--- src/rtl/fpu_types_pkg.sv ---
// fpu_types_pkg: shared half-precision field layout, special encodings and rounding modes
package fpu_types_pkg;
    localparam int EXP_W  = 5;
    localparam int FRAC_W = 10;
    localparam logic [15:0] HALF_NAN  = 16'h7E00;
    localparam logic [15:0] HALF_INF  = 16'h7C00;
    localparam logic [15:0] HALF_INFN = 16'hFC00;
    localparam logic [15:0] INT16_MAX = 16'h7FFF;
    localparam logic [15:0] INT16_MIN = 16'h8000;
    typedef enum logic [1:0] {RNE, ROUND_ZERO, ROUND_INF, ROUND_INFN} fpu_rounding_mode_t;
endpackage

--- src/rtl/float_to_int_round.sv ---
// float_to_int_round: rounding increment, int16 saturation and sign application
module float_to_int_round
    import fpu_types_pkg::*;
(
    input  logic [15:0]        mag,
    input  logic               rnd,
    input  logic               sticky,
    input  logic               sign,
    input  fpu_rounding_mode_t mode,
    output logic [15:0]        result,
    output logic               invalid,
    output logic               inexact
);
    logic        inc;
    logic [16:0] sum;
    always_comb begin
        inc = mode == RNE        ? rnd & (sticky | mag[0]) :
              mode == ROUND_INF  ? ~sign & (rnd | sticky) :
              mode == ROUND_INFN ? sign & (rnd | sticky) : 1'b0;
        sum = {1'b0, mag} + {16'b0, inc};
        // -32768 is representable, +32768 is not
        invalid = sign ? sum > 17'd32768 : sum > 17'd32767;
        result  = invalid ? (sign ? INT16_MIN : INT16_MAX) :
                  sign ? ~sum[15:0] + 16'd1 : sum[15:0];
        inexact = ~invalid & (rnd | sticky);
    end
endmodule

--- src/rtl/float_to_int.sv ---
// float_to_int: multi-cycle half-precision to int16 converter with
// one-bit-per-cycle alignment shifter and valid/ready handshakes
module float_to_int
    import fpu_types_pkg::*;
#(
    parameter int MAX_RSHIFT = 12
) (
    input  logic               CLK,
    input  logic               nRST,
    input  logic               in_valid,
    output logic               in_ready,
    input  logic [15:0]        float_in,
    input  fpu_rounding_mode_t rounding_mode,
    output logic               out_valid,
    input  logic               out_ready,
    output logic [15:0]        int_out,
    output logic               invalid,
    output logic               inexact
);
    typedef enum logic [1:0] {IDLE, SHIFT, ROUND, DONE} state_t;
    localparam logic [4:0] MAX_R = 5'(MAX_RSHIFT);

    state_t             state, state_nx;
    logic [15:0]        mag;
    logic               rnd, sticky, sign, left;
    fpu_rounding_mode_t mode;
    logic [4:0]         cnt;

    logic [EXP_W-1:0]  exp, exp_m, lcnt, rcnt, n;
    logic [FRAC_W-1:0] frac;
    logic [10:0]       sig;
    logic              special, go_left, skip;
    logic [15:0]       sp_out, r_out;
    logic              r_inv, r_inx;

    // value = sig * 2^(max(exp,1) - 25): exponents 25..30 shift left, below shift right
    always_comb begin
        exp     = float_in[14:10];
        frac    = float_in[9:0];
        sig     = {exp != '0, frac};
        exp_m   = exp == '0 ? 5'd1 : exp;
        special = &exp | (exp == '0 && frac == '0);
        go_left = exp_m >= 5'd25;
        lcnt    = exp_m - 5'd25;
        rcnt    = 5'd25 - exp_m;
        skip    = ~go_left & (rcnt > MAX_R);
        n       = go_left ? lcnt : skip ? 5'd0 : rcnt;
        sp_out  = exp == '0 ? 16'h0000 : (float_in[15] && frac == '0) ? INT16_MIN : INT16_MAX;
    end

    always_comb begin
        state_nx = state;
        case (state)
            IDLE:  state_nx = !in_valid ? IDLE : special ? DONE : n == '0 ? ROUND : SHIFT;
            SHIFT: state_nx = cnt == 5'd1 ? ROUND : SHIFT;
            ROUND: state_nx = DONE;
            DONE:  state_nx = out_ready ? IDLE : DONE;
        endcase
    end

    always_ff @(posedge CLK or negedge nRST)
        if (!nRST) state <= IDLE;
        else       state <= state_nx;

    assign in_ready  = state == IDLE;
    assign out_valid = state == DONE;

    float_to_int_round u_round (
        .mag    (mag),
        .rnd    (rnd),
        .sticky (sticky),
        .sign   (sign),
        .mode   (mode),
        .result (r_out),
        .invalid(r_inv),
        .inexact(r_inx)
    );

    always_ff @(posedge CLK or negedge nRST)
        if (!nRST) begin
            mag     <= '0;
            rnd     <= 1'b0;
            sticky  <= 1'b0;
            sign    <= 1'b0;
            left    <= 1'b0;
            mode    <= RNE;
            cnt     <= '0;
            int_out <= '0;
            invalid <= 1'b0;
            inexact <= 1'b0;
        end else begin
            case (state)
                IDLE: if (in_valid) begin
                    sign   <= float_in[15];
                    mode   <= rounding_mode;
                    left   <= go_left;
                    cnt    <= n;
                    mag    <= skip ? 16'd0 : {5'd0, sig};
                    rnd    <= 1'b0;
                    sticky <= skip & (|sig);
                    if (special) begin
                        int_out <= sp_out;
                        invalid <= exp != '0;
                        inexact <= 1'b0;
                    end
                end
                SHIFT: begin
                    cnt <= cnt - 5'd1;
                    if (left) mag <= mag << 1;
                    else begin
                        mag    <= mag >> 1;
                        rnd    <= mag[0];
                        sticky <= sticky | rnd;
                    end
                end
                ROUND: begin
                    int_out <= r_out;
                    invalid <= r_inv;
                    inexact <= r_inx;
                end
                default: ;
            endcase
        end
endmodule
--- config.mk ---
export PLATFORM = sky130hd
export DESIGN_NAME = float_to_int
export DESIGN_NICKNAME = d
export VERILOG_FILES = /design/src/rtl/fpu_types_pkg.sv /design/src/rtl/float_to_int_round.sv /design/src/rtl/float_to_int.sv
export SDC_FILE = /design/constraint.sdc
export NUM_CORES = 1
export LEC_CHECK = 0
export CORE_ASPECT_RATIO = 1.75
export CORE_MARGIN = 4
export CORE_UTILIZATION = 53
export CTS_BUF_LIST = sky130_fd_sc_hd__clkbuf_4
export DETAILED_ROUTE_END_ITERATION = 8
export PLACE_DENSITY = 0.84
export RECOVER_POWER = 100
export SLEW_MARGIN = 15
export SYNTH_ARGS = -nofsm -noshare
export SYNTH_HDL_FRONTEND = slang
export SYNTH_SLANG_ARGS = --single-unit
--- constraint.sdc ---
create_clock -name CLK -period 3.8 [get_ports CLK]
set_input_delay 0.76 -clock CLK [delete_from_list [all_inputs] [get_ports CLK]]
set_output_delay 0.76 -clock CLK [all_outputs]
set_load 0.01 [all_outputs]
# Word-level counts from Yosys, hierarchy flattened
# Cells that the tools add are included.
# word_totals
ram_bits	0
mem_count	0
word_cells	97
mem_bits_ro	0
register_bits	47
output_inout_bits	20
inputBits	22
latch_bits	0
# classes
reduce_logical	16
shift	0
n_mux	39
n_mul	0
div	0
add_sub_neg	5
n_bitwise	13
eq_ne	9
n_lt_le_gt_ge	4
# op_table
op	count
$mux 16	9
$pmux 16 s2	2
$mux 5	4
$add 16x1->17	1
$gt 17x15->1 const B	1
$gt 17x16->1 const B	1
$add 16x1->16 const B	1
$not 16->16	1
$mux 1	12
$mux 11	1
$reduce_or 11->1	1
$logic_not 10->1	1
$logic_not 5->1	2
$mux 2	5
$pmux 5 s2	1
$eq 2x2->1 const B	4
$pmux 1 s2	4
$pmux 2 s4	1
$and 1x1->1	6
$reduce_and 3->1	2
$eq 5x1->1 const B	1
$ge 5x5->1 const B	1
$gt 5x4->1 const B	1
$reduce_and 5->1	1
other kinds (13)	22

# Logic depth before layout (Yosys ltp)
# logic_depth
ltp_word	12
mapped_depth	16
depth_no_buf	13

# By module
# From an unflattened synthesis, not the netlist that was laid out.
# unflattened
hier_cells	450
hier_area_um2	3925.0
# modules_own_cells
module	seq_area_each_um2	cells_per_inst	n_inst	area_per_inst_um2
float_to_int	1176.1	269	1	2590.0
float_to_int_round	0.0	181	1	1335.0

# Least setup slack after synthesis
# OpenSTA, ideal clock, no wires.
# synth_path
kind	reg-to-reg
startpoint	register sign
endpoint	register int_out[13]
n_path_buf	3
setup_slack_ns	0.222
path_stages_with_launch	17
arrival_ns	3.500
setup_ns	0.077
synth_period_minus_slack_ns	3.578
path_cell_list	dfrtp_1 > buf_1 > clkbuf_1 > nand2_1 > o22ai_1 > a221oi_1 > ha_1 > ha_1 > ha_1 > nand4b_1 > or4_1 > a221oi_1 > o2111ai_1 > o2111ai_1 > buf_4 > o221ai_1 > a21oi_1
# synth_via
elab_chain_len	10
word_cells_on_any_way	16
# synth_lines
item	line_no	rtl
from (decl)	float_to_int.sv:25	logic rnd, sticky, sign, left;
from (signal assigned)	float_to_int.sv:94	sign <= float_in[15];
$and 1x1->1 or $not 1->1 (tied branches)	float_to_int_round.sv:19, float_to_int_round.sv:18	
$mux 1 or $and 1x1->1 (tied branches)	float_to_int_round.sv:19, float_to_int_round.sv:18	
$mux 1	float_to_int_round.sv:18	mode == ROUND_INF ? ~sign & (rnd | sticky) :
$mux 1	float_to_int_round.sv:17	inc = mode == RNE ? rnd & (sticky | mag[0]) :
$add 16x1->17	float_to_int_round.sv:20	sum = {1'b0, mag} + {16'b0, inc};
$not 16->16	float_to_int_round.sv:24	sign ? ~sum[15:0] + 16'd1 : sum[15:0];
$add 16x1->16	float_to_int_round.sv:24	
$mux 16	float_to_int_round.sv:24	
$mux 16 (*)	float_to_int_round.sv:23	result = invalid ? (sign ? INT16_MIN : INT16_MAX) :
$pmux 16 s2 (*)	float_to_int.sv:92	case (state)
to (signal assigned)	float_to_int.sv:102	int_out <= sp_out;
to (signal assigned)	float_to_int.sv:117	int_out <= r_out;
to (decl)	float_to_int.sv:16	output logic [15:0] int_out,
# Every way passes the cells marked *; elsewhere a longest branch is shown, timed or not.
# A chain may end at the register's enable or synchronous reset.

# Worst setup path in the final report
# layout_path
startpoint	register rnd
endpoint	register int_out[13]
# layout_via
elab_chain_len	11
word_cells_on_any_way	16
# layout_lines
item	line_no	rtl
from (decl)	float_to_int.sv:25	
from (signal assigned)	float_to_int.sv:112	rnd <= mag[0];
$or 1x1->1	float_to_int_round.sv:18, float_to_int_round.sv:19	
$and 1x1->1	float_to_int_round.sv:19	mode == ROUND_INFN ? sign & (rnd | sticky) : 1'b0;
$mux 1	float_to_int_round.sv:19	
$mux 1	float_to_int_round.sv:18	
$mux 1 (*)	float_to_int_round.sv:17	
$add 16x1->17 (*)	float_to_int_round.sv:20	
$not 16->16	float_to_int_round.sv:24	
$add 16x1->16	float_to_int_round.sv:24	
$mux 16	float_to_int_round.sv:24	
$mux 16 (*)	float_to_int_round.sv:23	
$pmux 16 s2 (*)	float_to_int.sv:92	
# Marks and branches as above.

==> summary.md <==
The flow ran to the end, but the final reports show violations. The final reports fail on capacitance limit, slew limit. Subtracting the final worst setup slack from the clock period gives 3530 ps. The cell total after placement was 577. The first global-routing pass estimated 17000 um of wire. The count of final max-slew check failures was 48; the non-filler instance count after layout was 586. After synthesis, the share of flip-flops with an asynchronous set or reset is 100%. For the post-route clock skew, the log shows 10.8 ps. Based on the critical path, the design can be clocked at up to 284 MHz. For the signal arrival time at the worst endpoint, the log shows 3830 ps.

The clock share of power was 8.9%. For this run the aggregate overflow at the end of global routing stands at 0. The area growth from synthesis to layout is 14.9%.

The path class of the tightest hold or removal check is reg -> reg. Detailed placement finished with a half-perimeter wire length of 7720 um. Register-to-register setup slack: 270 ps. The tools report the startpoint class of the critical path as a register.

The die is 71.5 um wide. The worst setup path is captured at a register. The leakage power figure was 1.67 nW; the number of warnings issued by yosys was 0.

The run gives 3639 as the via count of the first global-routing pass. OpenSTA, run right after detailed placement, puts the worst setup slack at 109 ps. The initial cell density of the core was 54.5%. The number of endpoints with negative hold slack in the final report came out at 0. After synthesis the netlist holds a flip-flop and latch count of 47. The layout has 587 filler cells. Cell type contributing the most total cell area after synthesis: sky130_fd_sc_hd__dfrtp_1. Setup slack closes at 273 ps. The run gives 31.4% as the sequential area share after synthesis. The clock drives 47 sinks.

The cell area that synthesis handed to floorplanning was 0.00374 sq mm. The buffer depth of the longest clock path was 2. Ranked by total cell area, the synthesized netlist is headed by sky130_fd_sc_hd__dfrtp_1 (31%), sky130_fd_sc_hd__o21ai_0 (6.6%), sky130_fd_sc_hd__mux2i_1 (4.8%). During I/O placement, the number of pins put on the boundary was 42. In the synthesized netlist the dominant register cell turns out to be sky130_fd_sc_hd__dfrtp_1. The power share of the sequential group is 35.5%, and the sum of negative setup slack is 0 ps. For this design the ratio of total power to cell area is 645 mW/mm^2. The cell count after synthesis was 472; the switching portion of total power was 47.8%. The violation count after the first detailed-route iteration was 246. In this run the clock root is driven by a sky130_fd_sc_hd__clkbuf_4. The fraction of power consumed by combinational cells is 55.6%. The highest net fanout along the worst path works out to 11.

Input and output buffers added on the ports amount to 41. The wire length per cell after detailed routing came out at 17.5 um. The clock edge transition at the registers on the reported setup and hold paths is 140 ps. The run gives 534 as the number of nets in the layout. By startpoint and endpoint, the worst setup path is classified as reg -> reg. Data on the critical path is required at its endpoint by 4100 ps. Setup repair after global routing left no endpoint under its margin. The tools report the area of the die as 0.00852 sq mm.

IR analysis of the VDD net gives a maximum drop of 325 uV. In this run the mean area of a mapped cell was 7.92 sq um. The number of enable-type register cells in the synthesized netlist works out to 0. Measured on the finished design, the core utilization comes to 62.7%. Entering global routing, the biggest net connects 48 pins.

Clock tree synthesis inserted a total of 5 buffers. Leaving out fill and tap cells, the most frequent cell in the layout is sky130_fd_sc_hd__o21ai_0. The ratio of final minimum period to clock period works out to 92.8%. The count of nets left with antenna violations once routing finished came out at 0. The DRC violation count after routing came out at 0. The logs give 0.956 for the placer's final routability congestion estimate and -75.6% for the worst relative slew slack.

Cells with a size suffix above 1 make up 7.17% of the layout. The number of nets handed over by synthesis was 505. The internal cell power is 1.45 mW.

Clock latency on the worst-skew pair, taken at its later pin, is 380 ps. The first detailed-routing pass ran for 7 iterations. The die is 119 um tall. The run gives 64 as the count of different cell masters after synthesis. The number of maximum-capacitance violations came out at 1. The detail-routed via count per cell is 6.42.

TritonCTS built the clock tree. The number of buffers inserted for hold repair after clock tree synthesis was 0; the number of failing setup endpoints in the final timing report was 0. The run gives 0.00686 sq mm as the area of the core. The transition time of the tightest slew-check pin is 2630 ps, and the number of placement rows is 40. The H-tree was split into 2 levels. 0 antenna diodes ended up in the layout.

The number of antenna violations at the first check in global routing came out at 0. The logs give 1.33 mW for the switching power and 3765 for the routed via count. The library cells used most frequently in the layout, excluding fill and tap cells, are sky130_fd_sc_hd__o21ai_0 (49), sky130_fd_sc_hd__dfrtp_1 (47), sky130_fd_sc_hd__nand2_1 (46).

The area share of the largest cell type after synthesis was 31.4%; the overall track demand over capacity in global routing was 24.7%. The total detailed-routing wirelength came out at 10300 um.
==> final timing paths <==
path,startpoint,end,depth (start not counted)
max reg2reg,rnd,int_out[13],16
min reg2reg,int_out[2],int_out[2],2
min,int_out[2],int_out[2],2
min in group asynchronous,nRST,mag[4],1
max in group asynchronous,nRST,int_out[15],1
max,rnd,int_out[13],16
==> kinds of logic (layout without fill, tap and decap cells) <==
group           after synthesis  count (layout)  synth area share (%)
compound gates              149             149                  26.2
xor+xnor                     23              23                  5.39
buf+inv                      56              86                  6.36
fa+ha+maj                    11              11                  3.68
simple gates                168             168                  22.1
flops                        47              47                  31.4
mux                          18              18                  4.82
==> layer usage <==
metal / GRT usage (%) / part of all wire [%]
met1: 26.5 / 36
met2: 45.0 / 55
met3: 3.80 / 5.5
met4: 12.8 / 3.8
met5: 0 / 0
==> layout make-up <==
class	instances	area (sq um)	area share (%)
Sequential cell	47	1180	27.4
Clock buffer	6	45.0	1.05
Tap cell	84	105	2.45
Multi-Input combinational cell	369	2340	54.5
Timing Repair Buffer	58	541	12.6
Inverter	20	75.1	1.75
Clock inverter	2	12.5	0.291
==> critical path: stages (launching register included) <==
cell                        delay, ps
sky130_fd_sc_hd__dfrtp_1          430
sky130_fd_sc_hd__nor2b_1          150
sky130_fd_sc_hd__o22ai_1           80
sky130_fd_sc_hd__a221oi_1         210
sky130_fd_sc_hd__clkbuf_4         190
sky130_fd_sc_hd__ha_1             150
sky130_fd_sc_hd__ha_1             260
sky130_fd_sc_hd__ha_1             200
sky130_fd_sc_hd__nand4b_1         150
sky130_fd_sc_hd__or4_1            500
sky130_fd_sc_hd__a221oi_2         190
sky130_fd_sc_hd__buf_4            150
sky130_fd_sc_hd__o2111ai_1        160
sky130_fd_sc_hd__o2111ai_2        180
sky130_fd_sc_hd__buf_12           170
sky130_fd_sc_hd__o221ai_1         110
sky130_fd_sc_hd__a21oi_1          170
==> flip-flops by register name, indices dropped and copies added, names as in the netlist <==
signal and count:
invalid 1, sticky 1, sign 1, mode 2
inexact 1, state 2, mag 16, left 1
int_out 16, rnd 1, cnt 5
==> stage by stage <==
stage	instance area (sq um)	hold WS (ps)	total power, mW
after floorplan	3740	464	2.03
after global placement	4220	512	2.48
after detailed placement	4220	524	2.53
after CTS	4280	562	2.79
after global routing	4300	582	3.01
final	4300	553	2.77
==> synth_stat cells (all sizes together), types with 4 or more instances <==
master	n
buf	15
dfrtp	47
inv	20
a21o	4
nand3	17
nor4	6
a31oi	16
nand4	6
or3	6
ha	11
o221ai	4
clkbuf	21
mux2i	18
o211ai	6
and3	6
nor2b	4
a21oi	24
o21ai	50
nand2b	6
nor3	10
xor2	4
nor2	45
a22oi	4
xnor2	19
nand2	46
o31ai	5
==> power by group through the flow <==
stage / registers (mW) / clock network (mW) / logic, mW
after floorplan: 0.830 / 0 / 1.20
after global placement: 0.976 / 0 / 1.51
after detailed placement: 0.988 / 0 / 1.54
after CTS: 0.976 / 0.255 / 1.55
after global routing: 1.02 / 0.274 / 1.72
final: 0.984 / 0.248 / 1.54
==> what timing repair did <==
item                       CTS  global route
gates resized for setup      0             2
setup buffers                0             1
setup endpoints to repair    0             4
Note: power is estimated with default switching activity, not from simulation.
